--- config.mk ---
export PLATFORM = sky130hd
export DESIGN_NAME = gear_path_seq
export DESIGN_NICKNAME = d
export VERILOG_FILES = /design/src/rtl/gear_path_seq_pkg.sv /design/src/rtl/gear_path_seq_debounce.sv /design/src/rtl/gear_path_seq.sv
export SDC_FILE = /design/constraint.sdc
export NUM_CORES = 1
export LEC_CHECK = 0
export CAP_MARGIN = 20
export CORE_AREA = 2 2 107 98
export CTS_CLUSTER_DIAMETER = 50
export CTS_CLUSTER_SIZE = 12
export DETAILED_ROUTE_END_ITERATION = 16
export DIE_AREA = 0 0 109 100
export PLACE_DENSITY = 0.55
export SETUP_SLACK_MARGIN = 0.05
export SYNTH_ARGS = -nofsm -noshare
export SYNTH_HDL_FRONTEND = slang
export SYNTH_SLANG_ARGS = --single-unit
--- constraint.sdc ---
create_clock -name clk163m84 -period 2.4 [get_ports clk163m84]
set_input_delay 0.24 -clock clk163m84 [delete_from_list [all_inputs] [get_ports clk163m84]]
set_output_delay 0.24 -clock clk163m84 [all_outputs]
set_load 0.005 [all_outputs]
--- src/rtl/gear_path_seq_pkg.sv ---
// Shared definitions for the gear path sequencer: gear-code ranges, class
// enum, class decode and FSM state encoding.
package gear_path_seq_pkg;

   localparam logic [7:0] GEAR_HS_LO = 8'h42;
   localparam logic [7:0] GEAR_HS_HI = 8'h48;
   localparam logic [7:0] GEAR_ML_LO = 8'h49;
   localparam logic [7:0] GEAR_ML_HI = 8'h4F;
   localparam logic [7:0] GEAR_ML_X1 = 8'h51;
   localparam logic [7:0] GEAR_ML_X2 = 8'h52;

   typedef enum logic [1:0] {
      CLS_NONE = 2'd0,
      CLS_ML   = 2'd1,
      CLS_HS   = 2'd2
   } gear_cls_e;

   typedef enum logic [1:0] {
      ST_IDLE   = 2'd0,
      ST_FLUSH  = 2'd1,
      ST_SETTLE = 2'd2,
      ST_RUN    = 2'd3
   } seq_state_e;

   function automatic gear_cls_e gear_class(input logic [7:0] code);
      gear_cls_e cls;
      if ((code >= GEAR_HS_LO) && (code <= GEAR_HS_HI)) begin
         cls = CLS_HS;
      end else if (((code >= GEAR_ML_LO) && (code <= GEAR_ML_HI)) ||
                   (code == GEAR_ML_X1) || (code == GEAR_ML_X2)) begin
         cls = CLS_ML;
      end else begin
         cls = CLS_NONE;
      end
      return cls;
   endfunction

endpackage

--- src/rtl/gear_path_seq_debounce.sv ---
// Gear-code debounce: a new code must hold STABLE_CYC cycles before a
// one-cycle accept pulse is raised together with the accepted code.
module gear_debounce
   import gear_path_seq_pkg::*;
#(
   parameter int STABLE_CYC = 4
) (
   input  logic       clk163m84,
   input  logic       rstn_rr,
   input  logic [7:0] i_gear,
   input  logic [7:0] o_gear_cur,
   output logic       o_accept,
   output logic [7:0] o_gear_acc
);

   localparam logic [7:0] STABLE_L = 8'(STABLE_CYC);

   logic [7:0] cand_r;
   logic [7:0] cnt_r;
   logic [7:0] run_s;
   logic       hit_s;

   // Run length of the current code including this cycle; the pulse is
   // masked while it is high so the owner has a cycle to load o_gear_cur.
   always_comb begin
      run_s = 8'd1;
      if (i_gear == cand_r) begin
         if (cnt_r == 8'hFF) begin
            run_s = 8'hFF;
         end else begin
            run_s = cnt_r + 8'd1;
         end
      end else begin
         run_s = 8'd1;
      end
      hit_s = (i_gear != o_gear_cur) && (run_s >= STABLE_L) && !o_accept;
   end

   // Candidate tracking and registered accept pulse.
   always_ff @(posedge clk163m84 or negedge rstn_rr) begin
      if (!rstn_rr) begin
         cand_r     <= 8'h00;
         cnt_r      <= 8'd0;
         o_accept   <= 1'b0;
         o_gear_acc <= 8'h00;
      end else begin
         cand_r   <= i_gear;
         cnt_r    <= run_s;
         o_accept <= hit_s;
         if (hit_s) begin
            o_gear_acc <= i_gear;
         end
      end
   end

endmodule

--- src/rtl/gear_path_seq.sv ---
// Gear path sequencer: debounced gear change -> FIFO flush -> settle -> ML/HS
// data routing. Optional drop statistics under GEAR_SEQ_DROP_STAT_EN.
module gear_path_seq
   import gear_path_seq_pkg::*;
#(
   parameter int STABLE_CYC = 4,
   parameter int RST_CYC    = 16,
   parameter int SETTLE_CYC = 32
) (
   input  logic        clk163m84,
   input  logic        rstn_rr,
   input  logic [7:0]  i_gear,
   input  logic [7:0]  i_data,
   input  logic        i_data_en,
   input  logic        i_fifo_full,
   output logic [7:0]  o_ml_data,
   output logic        o_ml_valid,
   output logic [7:0]  o_hs_data,
   output logic        o_hs_valid,
   output logic        o_fifo_rst,
   output logic [7:0]  o_gear_cur,
   output logic        o_busy,
   output logic [15:0] o_drop_cnt
);

   localparam logic [7:0] RST_LAST    = 8'(RST_CYC - 1);
   localparam logic [7:0] SETTLE_LAST = 8'(SETTLE_CYC - 1);

   seq_state_e state_r;
   logic [7:0] phase_r;
   logic       acc_s;
   logic [7:0] acc_gear_s;
   gear_cls_e  cls_cur_s;

   assign cls_cur_s = gear_class(o_gear_cur);

   gear_debounce #(.STABLE_CYC(STABLE_CYC)) u_debounce (
      .clk163m84  (clk163m84),
      .rstn_rr    (rstn_rr),
      .i_gear     (i_gear),
      .o_gear_cur (o_gear_cur),
      .o_accept   (acc_s),
      .o_gear_acc (acc_gear_s)
   );

   // Sequencer FSM; acceptance preempts every state and restarts the flush.
   always_ff @(posedge clk163m84 or negedge rstn_rr) begin
      if (!rstn_rr) begin
         state_r    <= ST_IDLE;
         phase_r    <= 8'd0;
         o_gear_cur <= 8'h00;
         o_fifo_rst <= 1'b0;
         o_busy     <= 1'b0;
         o_ml_data  <= 8'h00;
         o_ml_valid <= 1'b0;
         o_hs_data  <= 8'h00;
         o_hs_valid <= 1'b0;
      end else if (acc_s) begin
         state_r    <= ST_FLUSH;
         phase_r    <= 8'd0;
         o_gear_cur <= acc_gear_s;
         o_fifo_rst <= 1'b1;
         o_busy     <= 1'b1;
         o_ml_data  <= 8'h00;
         o_ml_valid <= 1'b0;
         o_hs_data  <= 8'h00;
         o_hs_valid <= 1'b0;
      end else begin
         o_ml_data  <= 8'h00;
         o_ml_valid <= 1'b0;
         o_hs_data  <= 8'h00;
         o_hs_valid <= 1'b0;
         case (state_r)
            ST_IDLE: begin
               o_fifo_rst <= 1'b0;
               o_busy     <= 1'b0;
            end
            ST_FLUSH: begin
               if (phase_r == RST_LAST) begin
                  phase_r    <= 8'd0;
                  o_fifo_rst <= 1'b0;
                  state_r    <= ST_SETTLE;
               end else begin
                  phase_r <= phase_r + 8'd1;
               end
            end
            ST_SETTLE: begin
               if (phase_r == SETTLE_LAST) begin
                  phase_r <= 8'd0;
                  o_busy  <= 1'b0;
                  state_r <= (cls_cur_s == CLS_NONE) ? ST_IDLE : ST_RUN;
               end else begin
                  phase_r <= phase_r + 8'd1;
               end
            end
            ST_RUN: begin
               case (cls_cur_s)
                  CLS_ML: begin
                     o_ml_data  <= i_data;
                     o_ml_valid <= i_data_en & ~i_fifo_full;
                  end
                  CLS_HS: begin
                     o_hs_data  <= i_data;
                     o_hs_valid <= i_data_en;
                  end
                  default: begin
                     state_r <= ST_IDLE;
                  end
               endcase
            end
            default: begin
               state_r    <= ST_IDLE;
               o_fifo_rst <= 1'b0;
               o_busy     <= 1'b0;
            end
         endcase
      end
   end

`ifdef GEAR_SEQ_DROP_STAT_EN
   logic        drop_s;
   logic [15:0] drop_cnt_r;

   // A strobe is dropped outside RUN, or in RUN ML while the tx FIFO is full.
   always_comb begin
      drop_s = 1'b0;
      if (i_data_en && ((state_r != ST_RUN) ||
                        ((cls_cur_s == CLS_ML) && i_fifo_full))) begin
         drop_s = 1'b1;
      end else begin
         drop_s = 1'b0;
      end
   end

   // Saturating drop counter, cleared whenever a flush starts.
   always_ff @(posedge clk163m84 or negedge rstn_rr) begin
      if (!rstn_rr) begin
         drop_cnt_r <= 16'h0000;
      end else if (acc_s) begin
         drop_cnt_r <= 16'h0000;
      end else if (drop_s && (drop_cnt_r != 16'hFFFF)) begin
         drop_cnt_r <= drop_cnt_r + 16'd1;
      end
   end

   assign o_drop_cnt = drop_cnt_r;
`else
   assign o_drop_cnt = 16'h0000;
`endif

endmodule

==> run summary, run 1 <==
Final sum of negative setup slack: 0 ns
Fin. Hold Viols: 0
Vias per Instance: 4.63
Effective utilization at floorplan: 30.7%
First drt pass iteration count: 4
Number of nets at the end of the flow: 362
Diodes inserted: 0
Worst Hold Slack: 0.300 ns
Fillers: 968
Post-placement worst setup slack: -0.0186 ns
Async SR Flop Fraction: 100%
Crit path arrival time: 2.49 ns
CP Class: register to register
Layout Area Growth over Synthesis: 26.1%
Placed cell count: 453
Area share of the leading cell type in the synthesized netlist: 51.6%
Net switching fraction of the power: 22.5%
H-tree lvl count: 3
Startpoint kind of the worst setup timing path: register
Residual DRC: 0
Mean post-synth cell area: 11.1 um2
RD Place Congestion: 0.766
Share of post-route cells with drive strength above 1: 15.9%
Clock share of power: 42.2%
Dominant synthesized flop cell: sky130_fd_sc_hd__dfrtp_1
Post-CTS Setup Inserts: 0
Sequential Power Share: 52.5%
Synthesized cell area: 3060 um2
Maximum clock frequency: 0.442 GHz
Violation count after the first detailed-route iteration: 90
Count of clock tree sinks: 63
Final antenna-violating net count: 0
Grt ovf: 0
Most common cell on crit path: sky130_fd_sc_hd__o21a_1
Maximum buffer depth of the clock tree: 2
Worst supply voltage drop on vdd: 0.245 mV
Cell-internal power: 1600 uW
Worst-Margin Slew: 0.895 ns
Worst reg2reg path endpoint: u_debounce.o_gear_acc[3]
R2R Path Start: u_debounce.cnt_r[0]
R2r worst-path depth: 6
Core Area: 9940 um2
Count of buffers inserted at the top-level ports: 47
Yosys warning total: 0
Later-pin clock latency in the skew report: 0.35 ns
Largest fanout of any net on the critical path: 8
Post-Route Utilization: 38.8%
Number of standard cells in the layout, taps in and fillers out: 469
Wire length of the first global-routing pass: 10.4 mm
CP cell instances: ha_1 -> and4_2 -> o21a_1 -> o21a_1 -> a2111o_2 -> mux2_4
Global-route usage over all layers: 12.4%
Setup-failing EPs final: 0
Reg-to-reg slack, setup: 0.14 ns
Crit. End Element: register
Worst Setup EP: u_debounce.o_gear_acc[3]
Crit-path leading delay family: compound AO/OA/AOI/OAI gates
Classification of the worst-slack hold path: input port to async pin
Clock Skew: 0.00959 ns
Top post-synthesis cells by area: sky130_fd_sc_hd__dfrtp_1 (52%), sky130_fd_sc_hd__xnor2_1 (5.2%), sky130_fd_sc_hd__buf_4 (4.2%), sky130_fd_sc_hd__mux2_4 (3.9%), sky130_fd_sc_hd__and3_1 (3.7%)
Die Area: 10900 um2
Leakage power total: 0.00176 uW
Critical Path Stages: 6
Clock tree root driver cell: sky130_fd_sc_hd__clkbuf_8
Library cell occupying the most area in the post-synthesis netlist: sky130_fd_sc_hd__dfrtp_1
Gate count of the mapped netlist: 276
Required time worst endpoint: 2.63 ns
Overall die width: 109 um
Row cnt: 35
Post-synthesis register bit count: 63
CTS clk-pin slew, worst paths: 0.06 ns
Run status: finished clean
Clock tree from TritonCTS: built
Sequential share of the synthesized area: 51.6%
Final worst slack: 0.137 ns
Num ports: 64
Worst setup path startpoint: u_debounce.cnt_r[0]
Number of slew-limit violations in the final report: 0
Pin count of the biggest net entering global routing: 28
Count of buffer and inverter cells on the critical path: 0
Total clock buffers created by CTS: 9
Combinational share of power: 5.3%
Final cycle utilization of the critical path: 94.3%
Standard cell with the maximum stage delay on the critical path: sky130_fd_sc_hd__a2111o_2
Number of antenna violations at the first check in global routing: 0
Max-slew headroom at the worst pin: 40.1%
Detailed placement HPWL: 4.42 mm
Max-cap violation count: 0
Power spent charging and discharging nets: 463 uW
Vias in the first global route: 2165
Delay contributed by the slowest stage of the critical path: 0.62 ns
Post-synth EDFFs: 0
Wire per inst: 13.1 um
Power Density: 534 nW/um2
Via count: 2172
Minimum clock period after layout: 2.26 ns
Final WL: 6.14 mm
Unique masters post-synth: 50
Unrepaired setup endpoints after global routing: no
Chip Height: 100 um
## power by group through the flow
stage	Clock, uW	Combinational (uW)	Sequential [uW]
after floorplan	0	51.0	1100
final	869	109	1080
after global routing	947	126	1080
after global placement	0	110	1100
after detailed placement	0	110	1100
after CTS	899	112	1080
## repair_timing
item | CTS | global route
hold endpoints to repair | 10 | 0
resized for setup | 0 | 1
hold buffers | 1 | 0
setup endpoints to repair | 0 | 8
## cell type report
cell class | instances | area (um2) | share of cell area, %
clock buffers | 10 | 128 | 3.31
clock inverters | 5 | 50.0 | 1.30
inverters | 8 | 30.0 | 0.779
multi-input cells | 192 | 1330 | 34.5
flip-flops and latches | 63 | 1580 | 40.9
well taps | 129 | 161 | 4.19
repair buffers | 62 | 581 | 15.1
## cells by family after synthesis
group / after synthesis / synth area share [%]
AOI/OAI and AO/OA: 44 / 9.91
xor gates and xnor gates: 20 / 5.73
adders and majority gates: 6 / 2.46
buffers and inverters: 36 / 6.84
DFF: 63 / 51.6
muxes: 16 / 6.88
other: 1 / 0.123
and+or+nand+nor: 90 / 16.5
## state kept, by name, summed over array words and instances (netlist names)
name	cells
o_fifo_rst	1
o_gear_cur	8
u_debounce.cnt_r	8
state_r	2
o_ml_valid	1
o_busy	1
u_debounce.cand_r	8
phase_r	8
u_debounce.o_gear_acc	8
o_hs_data	8
u_debounce.o_accept	1
o_hs_valid	1
o_ml_data	8
## worst min path at each step
stage,startpoint,to,slack [ns],cells after the start
after detailed placement,rstn_rr,u_debounce.cnt_r[3],0.12,1
final,rstn_rr,u_debounce.cnt_r[2],0.30,2
after floorplan,rstn_rr,o_busy,-0.06,0
after global routing,rstn_rr,u_debounce.cand_r[4],0.32,2
after global placement,rstn_rr,u_debounce.cnt_r[2],0.13,1
after CTS,rstn_rr,u_debounce.cnt_r[2],0.31,2
## cell usage after synthesis, drive strengths merged, types with 2 or more instances
cell type and count:
nor2b 4, nor3 7, and4b 2, a31o 3
buf 21, o21ai 9, nand3b 2, nand4 7
ha 6, o32ai 2, clkbuf 7, o21a 2
nor2 16, xor2 2, or2 3, a211oi 5
a31oi 2, nand2 10, mux2 16, dfrtp 63
xnor2 18, o31ai 2, and3 19, a21oi 9
nand2b 4, a211o 3, inv 8, nand3 9
## through the flow
stage | area, um2 | total power (uW)
2_1_floorplan | 3110 | 1150
3_3_place_gp | 3670 | 1210
3_5_place_dp | 3670 | 1210
4_1_cts | 3850 | 2090
5_1_grt | 3850 | 2160
6_report | 3850 | 2060
## layer usage
layer | vias to the layer above | share of wire, % | GRT usage [%]
met4 | 0 | 2.0 | 5.62
met3 | 10 | 4.6 | 3.51
met2 | 38 | 42 | 17.9
li1 | 1065 | - | -
met5 | - | 0 | 0
met1 | 1059 | 51 | 17.1
## placed cells by master (no fill, tap or decap), types with 2 or more instances in the layout
master	Yosys	layout
sky130_fd_sc_hd__a211o_1	3	3
sky130_fd_sc_hd__a211oi_1	5	5
sky130_fd_sc_hd__a21oi_1	9	9
sky130_fd_sc_hd__a31o_2	3	3
sky130_fd_sc_hd__a31oi_1	2	2
sky130_fd_sc_hd__and3_1	18	18
sky130_fd_sc_hd__and4b_1	2	2
sky130_fd_sc_hd__buf_4	17	14
sky130_fd_sc_hd__clkbuf_8	0	9
sky130_fd_sc_hd__clkdlybuf4s50_1	0	46
sky130_fd_sc_hd__clkinv_2	0	4
sky130_fd_sc_hd__conb_1	1	16
sky130_fd_sc_hd__dfrtp_1	63	63
sky130_fd_sc_hd__ha_1	6	6
sky130_fd_sc_hd__inv_1	8	8
sky130_fd_sc_hd__mux2_2	8	8
sky130_fd_sc_hd__mux2_4	8	8
sky130_fd_sc_hd__nand2_1	10	10
sky130_fd_sc_hd__nand2b_1	4	4
sky130_fd_sc_hd__nand3_1	8	8
sky130_fd_sc_hd__nand3b_1	2	2
sky130_fd_sc_hd__nand4_1	7	7
sky130_fd_sc_hd__nor2_1	16	16
sky130_fd_sc_hd__nor2b_1	4	4
sky130_fd_sc_hd__nor3_1	7	7
sky130_fd_sc_hd__o21a_1	2	2
sky130_fd_sc_hd__o21ai_0	9	9
sky130_fd_sc_hd__o31ai_1	2	2
sky130_fd_sc_hd__o32ai_1	2	2
sky130_fd_sc_hd__or2_2	2	2
sky130_fd_sc_hd__xnor2_1	18	18
sky130_fd_sc_hd__xor2_1	2	2
No activity file was read; power rests on OpenSTA's default activity.
==> run 2: changes to the inputs <==
--- a/config.mk
+++ b/config.mk
@@ -12,7 +12,9 @@
 export DETAILED_ROUTE_END_ITERATION = 16
 export DIE_AREA = 0 0 109 100
 export PLACE_DENSITY = 0.55
+export RECOVER_POWER = 50
 export SETUP_SLACK_MARGIN = 0.05
+export SLEW_MARGIN = 0
 export SYNTH_ARGS = -nofsm -noshare
 export SYNTH_HDL_FRONTEND = slang
 export SYNTH_SLANG_ARGS = --single-unit
==> run summary, run 2 (same netlist as run 1, synthesis figures left out) <==
Run status: finished clean
CP cell instances: ha_1 -> and4_2 -> o21a_1 -> o21a_1 -> a2111o_2 -> mux2_4
Diodes inserted: 0
CP Class: register to register
Maximum buffer depth of the clock tree: 2
Number of antenna violations at the first check in global routing: 0
Vias per Instance: 4.63
Leakage power total: 0.00178 uW
Effective utilization at floorplan: 30.7%
Placed cell count: 453
H-tree lvl count: 3
Worst reg2reg path endpoint: u_debounce.o_gear_acc[3]
Via count: 2173
Crit-path leading delay family: compound AO/OA/AOI/OAI gates
Final sum of negative setup slack: 0 ns
Reg-to-reg slack, setup: 0.14 ns
Clock tree root driver cell: sky130_fd_sc_hd__clkbuf_8
Crit path arrival time: 2.49 ns
Num ports: 64
Count of buffer and inverter cells on the critical path: 0
Final antenna-violating net count: 0
Later-pin clock latency in the skew report: 0.35 ns
Grt ovf: 0
Wire per inst: 13.1 um
Wire length of the first global-routing pass: 10.4 mm
Leading cell type in the layout, fill and taps excluded: sky130_fd_sc_hd__dfrtp_1
Minimum clock period after layout: 2.26 ns
Max-cap violation count: 0
Detailed placement HPWL: 4.42 mm
Worst supply voltage drop on vdd: 0.245 mV
Core Area: 9940 um2
Standard cell with the maximum stage delay on the critical path: sky130_fd_sc_hd__a2111o_2
Overall die width: 109 um
Count of buffers inserted at the top-level ports: 47
Row cnt: 35
Vias in the first global route: 2165
R2r worst-path depth: 6
Max-slew headroom at the worst pin: 40.1%
Sum of internal, switching and leakage power: 2050 uW
Most common cell on crit path: sky130_fd_sc_hd__o21a_1
Power Density: 534 nW/um2
Fin. Hold Viols: 0
RD Place Congestion: 0.766
Required time worst endpoint: 2.63 ns
Post-CTS Setup Inserts: 0
Unrepaired setup endpoints after global routing: no
Number of slew-limit violations in the final report: 0
Clock tree from TritonCTS: built
Delay contributed by the slowest stage of the critical path: 0.62 ns
Crit. End Element: register
Largest fanout of any net on the critical path: 8
Post-placement worst setup slack: -0.0186 ns
Share of post-route cells with drive strength above 1: 15.6%
Setup-failing EPs final: 0
Pin count of the biggest net entering global routing: 28
Post-Route Utilization: 38.7%
Final cycle utilization of the critical path: 94.2%
Clock Skew: 0.00950 ns
Number of nets at the end of the flow: 362
Violation count after the first detailed-route iteration: 91
Chip Height: 100 um
Count of clock tree sinks: 63
R2R Path Start: u_debounce.cnt_r[0]
Final worst slack: 0.138 ns
Startpoint kind of the worst setup timing path: register
Die Area: 10900 um2
Total clock buffers created by CTS: 9
Final WL: 6.13 mm
Number of standard cells in the layout, taps in and fillers out: 469
Global-route usage over all layers: 12.4%
CTS clk-pin slew, worst paths: 0.07 ns
Maximum clock frequency: 0.442 GHz
First drt pass iteration count: 4
Commonest cells after routing, fill and taps aside: sky130_fd_sc_hd__dfrtp_1 (63), sky130_fd_sc_hd__clkdlybuf4s50_1 (32), sky130_fd_sc_hd__xnor2_1 (18), sky130_fd_sc_hd__and3_1 (18)
Classification of the worst-slack hold path: input port to async pin
Residual DRC: 0
Layout Area Growth over Synthesis: 25.9%
Worst-Margin Slew: 0.895 ns
[run 2: changes by cell type in the layout (fill, tap and decap cells not counted)]
cell                              change
sky130_fd_sc_hd__clkbuf_2             +2
sky130_fd_sc_hd__buf_4                -2
sky130_fd_sc_hd__clkbuf_1             +1
sky130_fd_sc_hd__buf_2                -1
sky130_fd_sc_hd__clkdlybuf4s50_1     -14
sky130_fd_sc_hd__dlygate4sd3_1       +14
[run 2: report_power, final]
| part | leakage (uW) | total [uW] | internal, uW | switching, uW |
|---|---|---|---|---|
| clock network | 0.0000957 | 868 | 466 | 402 |
| registers | 0.000856 | 1080 | 1070 | 8.41 |
| logic | 0.000829 | 105 | 52.2 | 52.4 |
| total | 0.00178 | 2050 | 1590 | 463 |
[run 2: layout make-up]
type                    count  area (um2)
fillers                   967        6090
multi-input cells         192        1330
flip-flops and latches     63        1580
clock buffers              10         128
well taps                 129         161
clock inverters             5        50.0
repair buffers             62         574
inverters                   8        30.0
[run 2: layer usage]
layer  vias to the layer above  global-route usage, %  wire [um]
li1                       1065                      -          -
met3                        10                   3.51        284
met5                         -                      0          0
met1                      1060                   17.1       3110
met4                         0                   5.62        123
met2                        38                   17.9       2610
[run 2: what timing repair did]
action                                  4_1_cts  5_1_grt
endpoints found under the setup margin        0        8
hold endpoints to repair                     10        0
hold buffers                                  1        0
resized for setup                             0        1
[run 2: how the worst max path moves through the flow]
| stage | start | endpoint | slack, ns | depth (start not counted) |
|---|---|---|---|---|
| floorplan | u_debounce.cnt_r[0] | u_debounce.o_gear_acc[0] | 0.34 | 7 |
| global placement | i_gear[6] | u_debounce.o_gear_acc[1] | 0.0001 | 6 |
| detailed placement | i_gear[6] | u_debounce.o_gear_acc[3] | -0.02 | 6 |
| CTS | u_debounce.cnt_r[0] | u_debounce.o_gear_acc[3] | 0.09 | 6 |
| global route | u_debounce.cnt_r[0] | u_debounce.o_gear_acc[3] | 0.06 | 6 |
| finish | u_debounce.cnt_r[0] | u_debounce.o_gear_acc[3] | 0.14 | 6 |
[run 2: through the flow]
stage	hold slack [ns]	cell area, um2
after detailed placement	0.125	3670
after global routing	0.480	3850
final	0.416	3850
after floorplan	-0.0556	3110
after CTS	0.309	3850
after global placement	0.130	3670
